## config.mk

```make
export PLATFORM = sky130hd
export DESIGN_NAME = ha_serial_adder
export DESIGN_NICKNAME = d
export VERILOG_FILES = /design/src/rtl/ha_pkg.sv /design/src/rtl/ha_digit_add.sv /design/src/rtl/ha_serial_adder.sv
export SDC_FILE = /design/constraint.sdc
export NUM_CORES = 1
export LEC_CHECK = 0
export ABC_AREA = 1
export BUFFER_PORTS_ARGS = -buffer_cell sky130_fd_sc_hd__buf_2
export CAP_MARGIN = 20
export CORE_MARGIN = 2
export CORE_UTILIZATION = 50
export CTS_BUF_LIST = sky130_fd_sc_hd__clkbuf_4 sky130_fd_sc_hd__clkbuf_8
export CTS_CLUSTER_DIAMETER = 40
export DETAILED_ROUTE_END_ITERATION = 7
export PLACE_DENSITY = 0.77
export SYNTH_ARGS = -nofsm -noshare
export SYNTH_HDL_FRONTEND = slang
export SYNTH_SLANG_ARGS = --single-unit
```

## constraint.sdc

```tcl
create_clock -name clk -period 1.2 [get_ports clk]
set_clock_uncertainty 0.05 [all_clocks]
set_input_delay 0.06 -clock clk [delete_from_list [all_inputs] [get_ports clk]]
set_output_delay 0.06 -clock clk [all_outputs]
set_load 0.01 [all_outputs]
```

## src/rtl/ha_pkg.sv

```systemverilog
// Shared definitions for the serial adder: FSM state encoding, default
// geometry and the step-count helper used to size the sequencing counter.
package ha_pkg;

    typedef enum logic [1:0] {
        IDLE = 2'd0,
        RUN  = 2'd1,
        DONE = 2'd2
    } state_t;

    localparam int DEFAULT_WIDTH = 8;
    localparam int DEFAULT_DIGIT = 1;

    // Number of digit-wide add cycles needed to cover a full operand.
    function automatic int steps_f(input int width, input int digit);
        return width / digit;
    endfunction

endpackage

```

## src/rtl/ha_digit_add.sv

```systemverilog
// Combinational DIGIT-bit ripple adder built from chained half-adder pairs
// (one full-adder cell per bit). Reused every cycle by ha_serial_adder.
//
// Ports:
//   a_d, b_d  in   DIGIT-bit operand slices
//   c_in      in   carry into bit 0
//   s_d       out  DIGIT-bit sum slice
//   c_out     out  carry out of the top bit
//   c_msb_in  out  carry into the top bit (signed overflow detection)
module ha_digit_add #(
    parameter int DIGIT = 1
) (
    input  logic [DIGIT-1:0] a_d,
    input  logic [DIGIT-1:0] b_d,
    input  logic             c_in,
    output logic [DIGIT-1:0] s_d,
    output logic             c_out,
    output logic             c_msb_in
);

    logic [DIGIT:0]   c;
    logic [DIGIT-1:0] p;
    logic [DIGIT-1:0] g;

    always_comb begin
        c    = '0;
        p    = '0;
        g    = '0;
        s_d  = '0;
        c[0] = c_in;
        for (int i = 0; i < DIGIT; i++) begin
            // first half adder: propagate/generate of the operand bits
            p[i]     = a_d[i] ^ b_d[i];
            g[i]     = a_d[i] & b_d[i];
            // second half adder folds in the incoming carry
            s_d[i]   = p[i] ^ c[i];
            c[i + 1] = g[i] | (p[i] & c[i]);
        end
    end

    assign c_out    = c[DIGIT];
    assign c_msb_in = c[DIGIT-1];

endmodule

```

## src/rtl/ha_serial_adder.sv

```systemverilog
// Multi-cycle WIDTH-bit adder that reuses one DIGIT-wide adder cell over
// WIDTH/DIGIT cycles, with valid/ready handshakes on input and output.
//
// Optional feature macro: ADDER_SUB_EN -- when defined, op=1 selects
// a - b (B inverted at load, initial carry forced to 1). When undefined,
// op is ignored and the block always adds.
//
// Ports:
//   clk, rst             clock, synchronous active-high reset
//   in_valid / in_ready  operand handshake (a, b, cin, op)
//   out_valid / out_ready result handshake (sum, cout, ovf)
//   busy                 high whenever the FSM is not idle
module ha_serial_adder
    import ha_pkg::*;
#(
    parameter int WIDTH = DEFAULT_WIDTH,
    parameter int DIGIT = DEFAULT_DIGIT
) (
    input  logic             clk,
    input  logic             rst,
    input  logic             in_valid,
    output logic             in_ready,
    input  logic [WIDTH-1:0] a,
    input  logic [WIDTH-1:0] b,
    input  logic             cin,
    input  logic             op,
    output logic             out_valid,
    input  logic             out_ready,
    output logic [WIDTH-1:0] sum,
    output logic             cout,
    output logic             ovf,
    output logic             busy
);

    localparam int STEPS = steps_f(WIDTH, DIGIT);
    localparam int CNT_W = $clog2(STEPS + 1);

    if (WIDTH < 2) begin : g_bad_width
        $error("ha_serial_adder: WIDTH must be at least 2");
    end
    if ((WIDTH % DIGIT) != 0) begin : g_bad_digit
        $error("ha_serial_adder: WIDTH must be a multiple of DIGIT");
    end

    state_t             state_q, state_d;
    logic [WIDTH-1:0]   a_sh_q, a_sh_d;
    logic [WIDTH-1:0]   b_sh_q, b_sh_d;
    logic [WIDTH-1:0]   sum_q, sum_d;
    logic               carry_q, carry_d;
    logic [CNT_W-1:0]   cnt_q, cnt_d;
    logic               cout_q, cout_d;
    logic               ovf_q, ovf_d;
    logic               in_ready_q, in_ready_d;
    logic               out_valid_q, out_valid_d;
    logic               busy_q, busy_d;

    logic [WIDTH-1:0]   b_load;
    logic               c_load;
    logic [DIGIT-1:0]   dig_s;
    logic               dig_cout;
    logic               dig_cmsb;

`ifdef ADDER_SUB_EN
    // a - b == a + ~b + 1; cin is ignored for subtraction
    assign b_load = op ? ~b : b;
    assign c_load = op ? 1'b1 : cin;
`else
    logic unused_op;
    assign b_load    = b;
    assign c_load    = cin;
    assign unused_op = op;
`endif

    ha_digit_add #(
        .DIGIT (DIGIT)
    ) u_digit (
        .a_d      (a_sh_q[DIGIT-1:0]),
        .b_d      (b_sh_q[DIGIT-1:0]),
        .c_in     (carry_q),
        .s_d      (dig_s),
        .c_out    (dig_cout),
        .c_msb_in (dig_cmsb)
    );

    always_comb begin
        state_d = state_q;
        a_sh_d  = a_sh_q;
        b_sh_d  = b_sh_q;
        sum_d   = sum_q;
        carry_d = carry_q;
        cnt_d   = cnt_q;
        cout_d  = cout_q;
        ovf_d   = ovf_q;

        case (state_q)
            IDLE: begin
                if (in_valid) begin
                    a_sh_d  = a;
                    b_sh_d  = b_load;
                    carry_d = c_load;
                    cnt_d   = '0;
                    sum_d   = '0;
                    cout_d  = 1'b0;
                    ovf_d   = 1'b0;
                    state_d = RUN;
                end
            end
            RUN: begin
                a_sh_d  = a_sh_q >> DIGIT;
                b_sh_d  = b_sh_q >> DIGIT;
                // new digit enters at the top; after STEPS shifts the
                // first digit has reached bit 0
                sum_d   = (sum_q >> DIGIT) | (WIDTH'(dig_s) << (WIDTH - DIGIT));
                carry_d = dig_cout;
                cnt_d   = cnt_q + CNT_W'(1);
                if (cnt_q == CNT_W'(STEPS - 1)) begin
                    cout_d  = dig_cout;
                    ovf_d   = dig_cout ^ dig_cmsb;
                    state_d = DONE;
                end
            end
            DONE: begin
                if (out_ready) begin
                    state_d = IDLE;
                end
            end
            default: begin
                state_d = IDLE;
            end
        endcase

        // handshake flags follow the next state so they are true flops
        in_ready_d  = (state_d == IDLE);
        out_valid_d = (state_d == DONE);
        busy_d      = (state_d != IDLE);
    end

    always_ff @(posedge clk) begin
        if (rst) begin
            state_q     <= IDLE;
            a_sh_q      <= '0;
            b_sh_q      <= '0;
            sum_q       <= '0;
            carry_q     <= 1'b0;
            cnt_q       <= '0;
            cout_q      <= 1'b0;
            ovf_q       <= 1'b0;
            in_ready_q  <= 1'b1;
            out_valid_q <= 1'b0;
            busy_q      <= 1'b0;
        end else begin
            state_q     <= state_d;
            a_sh_q      <= a_sh_d;
            b_sh_q      <= b_sh_d;
            sum_q       <= sum_d;
            carry_q     <= carry_d;
            cnt_q       <= cnt_d;
            cout_q      <= cout_d;
            ovf_q       <= ovf_d;
            in_ready_q  <= in_ready_d;
            out_valid_q <= out_valid_d;
            busy_q      <= busy_d;
        end
    end

    assign in_ready  = in_ready_q;
    assign out_valid = out_valid_q;
    assign busy      = busy_q;
    assign sum       = sum_q;
    assign cout      = cout_q;
    assign ovf       = ovf_q;

endmodule

```

==> metrics.csv <==
stage,metric,value,unit
synthesis,leading area contributor after synthesis,dfxtp_1,
power,Max IR drop VDD,0.690,mV
sta,Period minus WS final,1.23,ns
power,PwrDens,1160,nW/um2
clocking,clk sinks,36,
synthesis,number of synthesized flops with an enable pin,0,
power,Switching Share,26.0,%
setup_path,R2R Path Start,carry_q$_SDFFE_PP0P_,
run_status,violations in the final reports,setup timing,
synthesis,Syn. warnings,0,
drt,Vias/cell,4.63,
drt,First-pass DRT Iterations,4,
setup_path,R2R Path End,ovf$_SDFFE_PP0P_,
grt,initial antenna violation count,0,
setup_path,required time of the critical path,1.41,ns
drt,Remaining DRCs,0,
synthesis,Synth area leaders,"dfxtp_1, nand2_1, nor2_1, nand3_1, inv_1",
place,Post-DP Area,1860,um2
sta,final worst setup slack,-0.0347,ns
setup_path,Worst Reg-to-Reg Cells,5,
synthesis,Post-synth top flop,dfxtp_1,
floorplanning,Initial Util,52.2,%
drt,Vias,1552,
final_layout,Fill cells,267,
power,static leakage,0.00103,uW
worst_hold_path,Hold Crit Depth,4,
power,Reg power frac,50.6,%
final_layout,antenna diode count,0,
synthesis,Synth Cell Area,1590,um2
setup_path,crit path kind,reg -> reg,
setup_path,crit path capture type,flip-flop,
synthesis,sequential fraction of the synthesis area,45.2,%
floorplanning,die width,60.5,um
power,Comb pwr share,15.3,%
synthesis,Syn Inst Count,228,
drt,Total Wirelength,3.57,mm
place,Final Wtd Congestion,0.765,
synthesis,post-synthesis register bit count,36,
grt,total congestion overflow,0,
setup_path,CP Capture Point,ovf$_SDFFE_PP0P_,
power,NetSw,659,uW
sta,RSZ-0062 raised after global routing,true,
power,clock share of power,34.1,%
clocking,clock slew seen by the registers of the worst setup and hold paths,0.11,ns
grt,first-pass GRT wire length,5.84,mm
clocking,Worst-Skew Late Latency,0.36,ns
sta,Fin Hold WS,0.0321,ns
clocking,Root Driver,clkbuf_4,
final_layout,Area growth syn-to-layout,37.3,%
final_layout,Final Instance Count excl. Fillers,335,
worst_hold_path,hold_sp,in_valid,
synthesis,post-synth top area share,45.2,%
clocking,CTS Buffer Depth,2,
place,HPWL after DPL,2.30,mm
floorplanning,row count,20,
clocking,CTS tree,built,
setup_path,largest fanout on the critical path,4,
run_status,status,"finished, violations left",
power,internal power,1870,uW
drt,Initial DRC Count,79,
setup_path,Worst Setup Start Kind,flip-flop,
setup_path,data arrival time of the critical path,1.45,ns
grt,All-Layer GR Usage,21.4,%
flow_run,Max-cap violations,0,
setup_path,reg2reg setup slack,-0.03,ns
worst_hold_path,worst hold path class,in -> reg,
grt,vias in the first global route,1405,
floorplanning,# IOs,35,
place,placed cells,308,
setup_path,crit path from,carry_q$_SDFFE_PP0P_,
place,PortBufs,33,
sta,Max Freq,0.810,GHz
drt,post-route ant nets,0,
synthesis,syn nets,252,
drt,DR WL/cell,10.7,um
sta,Rel. slew slack,80.8,%
floorplanning,Die Area,3660,um2
sta,Slew @ Worst Pin,0.286,ns
grt,largest net degree at the start of global routing,25,
sta,Final period util,103,%
sta,final hold violation count,0,
synthesis,Post-synth ARST share,0,%
clocking,H-tree levels,2,
sta,Setup-failing EPs final,1,
final_layout,final instance area,2190,um2
final_layout,nets,314,
clocking,Num CTS Buffers,5,
synthesis,syn avg cell area,6.99,um2
floorplanning,core area,3050,um2
synthesis,"Distinct cells, synth",22,
floorplanning,Die H,60.5,um
sta,Max Slew Vio Count,0,
final_layout,ratio of cells with drive above 1 in the final layout,27.1,%
final_layout,final cell utilization of the core,71.7,%
stage by stage:
stage          setup WS (ns)  total power (uW)  setup TNS (ns)
6_report             -0.0347              2530         -0.0347
5_1_grt              -0.0917              2650          -0.475
4_1_cts              -0.0297              2510         -0.0297
3_5_place_dp         -0.0778              1610          -0.136
3_3_place_gp         -0.0187              1610         -0.0187
2_1_floorplan      0.0000591              1500               0
logic make-up after synthesis:
kind of cell | after synthesis | synth area share [%]
and+or+nand+nor | 138 | 35.2
DFF | 36 | 45.2
adders and majority gates | 2 | 2.04
buffers and inverters | 33 | 10.6
AOI/OAI and AO/OA | 19 | 6.91
critical path: stages, from the launching register on:
cell and delay [ns]:
dfxtp_2 0.35, fa_2 0.42, nor2_2 0.11, nor3b_2 0.05
nor2_1 0.11, nor2_1 0.04
power groups by stage:
stage	Clock (uW)	Combinational [uW]	Sequential [uW]
2_1_floorplan	0	199	1300
3_3_place_gp	0	308	1300
3_5_place_dp	0	314	1300
4_1_cts	876	363	1280
5_1_grt	933	432	1290
6_report	864	387	1280
final cells by class:
type	instances	area (um2)	area share (%)
well taps	44	55.1	2.52
inverters	24	103	4.69
clock buffers	5	37.5	1.72
flip-flops and latches	36	728	33.3
repair buffers	64	469	21.4
multi-input cells	159	753	34.4
clock inverters	3	42.5	1.94
placed cells by master, fill, tap and decap left out:
cell,Yosys,final
inv_1,19,19
dfxtp_2,0,6
clkbuf_4,0,5
nor2_1,34,32
inv_8,0,1
fa_2,0,1
nand2_8,0,1
o21ai_1,0,1
o21ai_0,4,3
nor2_4,1,1
nor2_2,0,2
nand2_4,1,2
ha_4,0,1
inv_2,3,1
buf_4,4,11
nand3_1,16,16
clkinvlp_4,0,1
clkinv_1,1,1
buf_2,0,33
a21oi_1,11,11
buf_6,0,1
buf_12,1,2
bufinv_16,0,1
dfxtp_1,36,30
nor3b_2,0,1
dlygate4sd3_1,0,17
nand4_1,1,1
clkinv_2,0,1
inv_4,1,2
nand2_2,1,1
a21oi_2,4,4
nand2_1,83,81
worst min-delay path by stage:
stage	end	slack [ns]
floorplan	a_sh_q[7]$_SDFFE_PP0P_	0.16
global placement	a_sh_q[7]$_SDFFE_PP0P_	0.27
detailed placement	a_sh_q[7]$_SDFFE_PP0P_	0.28
CTS	out_valid$_SDFF_PP0_	0.04
global route	cnt_q[0]$_SDFFE_PP0P_	0.02
finish	cnt_q[0]$_SDFFE_PP0P_	0.03
flip-flops by register name, indices dropped and copies added, names as in the netlist, 2 cells and up:
signal,cells
sum,8
cnt_q,4
a_sh_q,8
b_sh_q,8
state_q,2
cells in the mapped netlist (3+ instances only):
| cell type | count |
|---|---|
| buf_4 | 4 |
| nor2_1 | 34 |
| inv_2 | 3 |
| nand2_1 | 83 |
| a21oi_2 | 4 |
| o21ai_0 | 4 |
| clkbuf_1 | 3 |
| nand3_1 | 16 |
| a21oi_1 | 11 |
| inv_1 | 19 |
| dfxtp_1 | 36 |
timing repair:
action                                  in CTS  in global routing
setup buffers                                0                  2
endpoints found under the setup margin      14                 33
resized for setup                            8                 14
pin swaps                                    5                  3
hold buffers                                17                  0
endpoints found under the hold margin       17                  0
metal layers:
metal / global-route usage, % / share of wire [%] / up-vias
met3: 6.61 / 3.8 / 7
met1: 25.3 / 46 / 696
met5: 0 / 0 / -
met2: 36.2 / 49 / 28
li1: - / - / 821
met4: 9.32 / 1.8 / 0
Note: power is estimated with default switching activity, not from simulation.
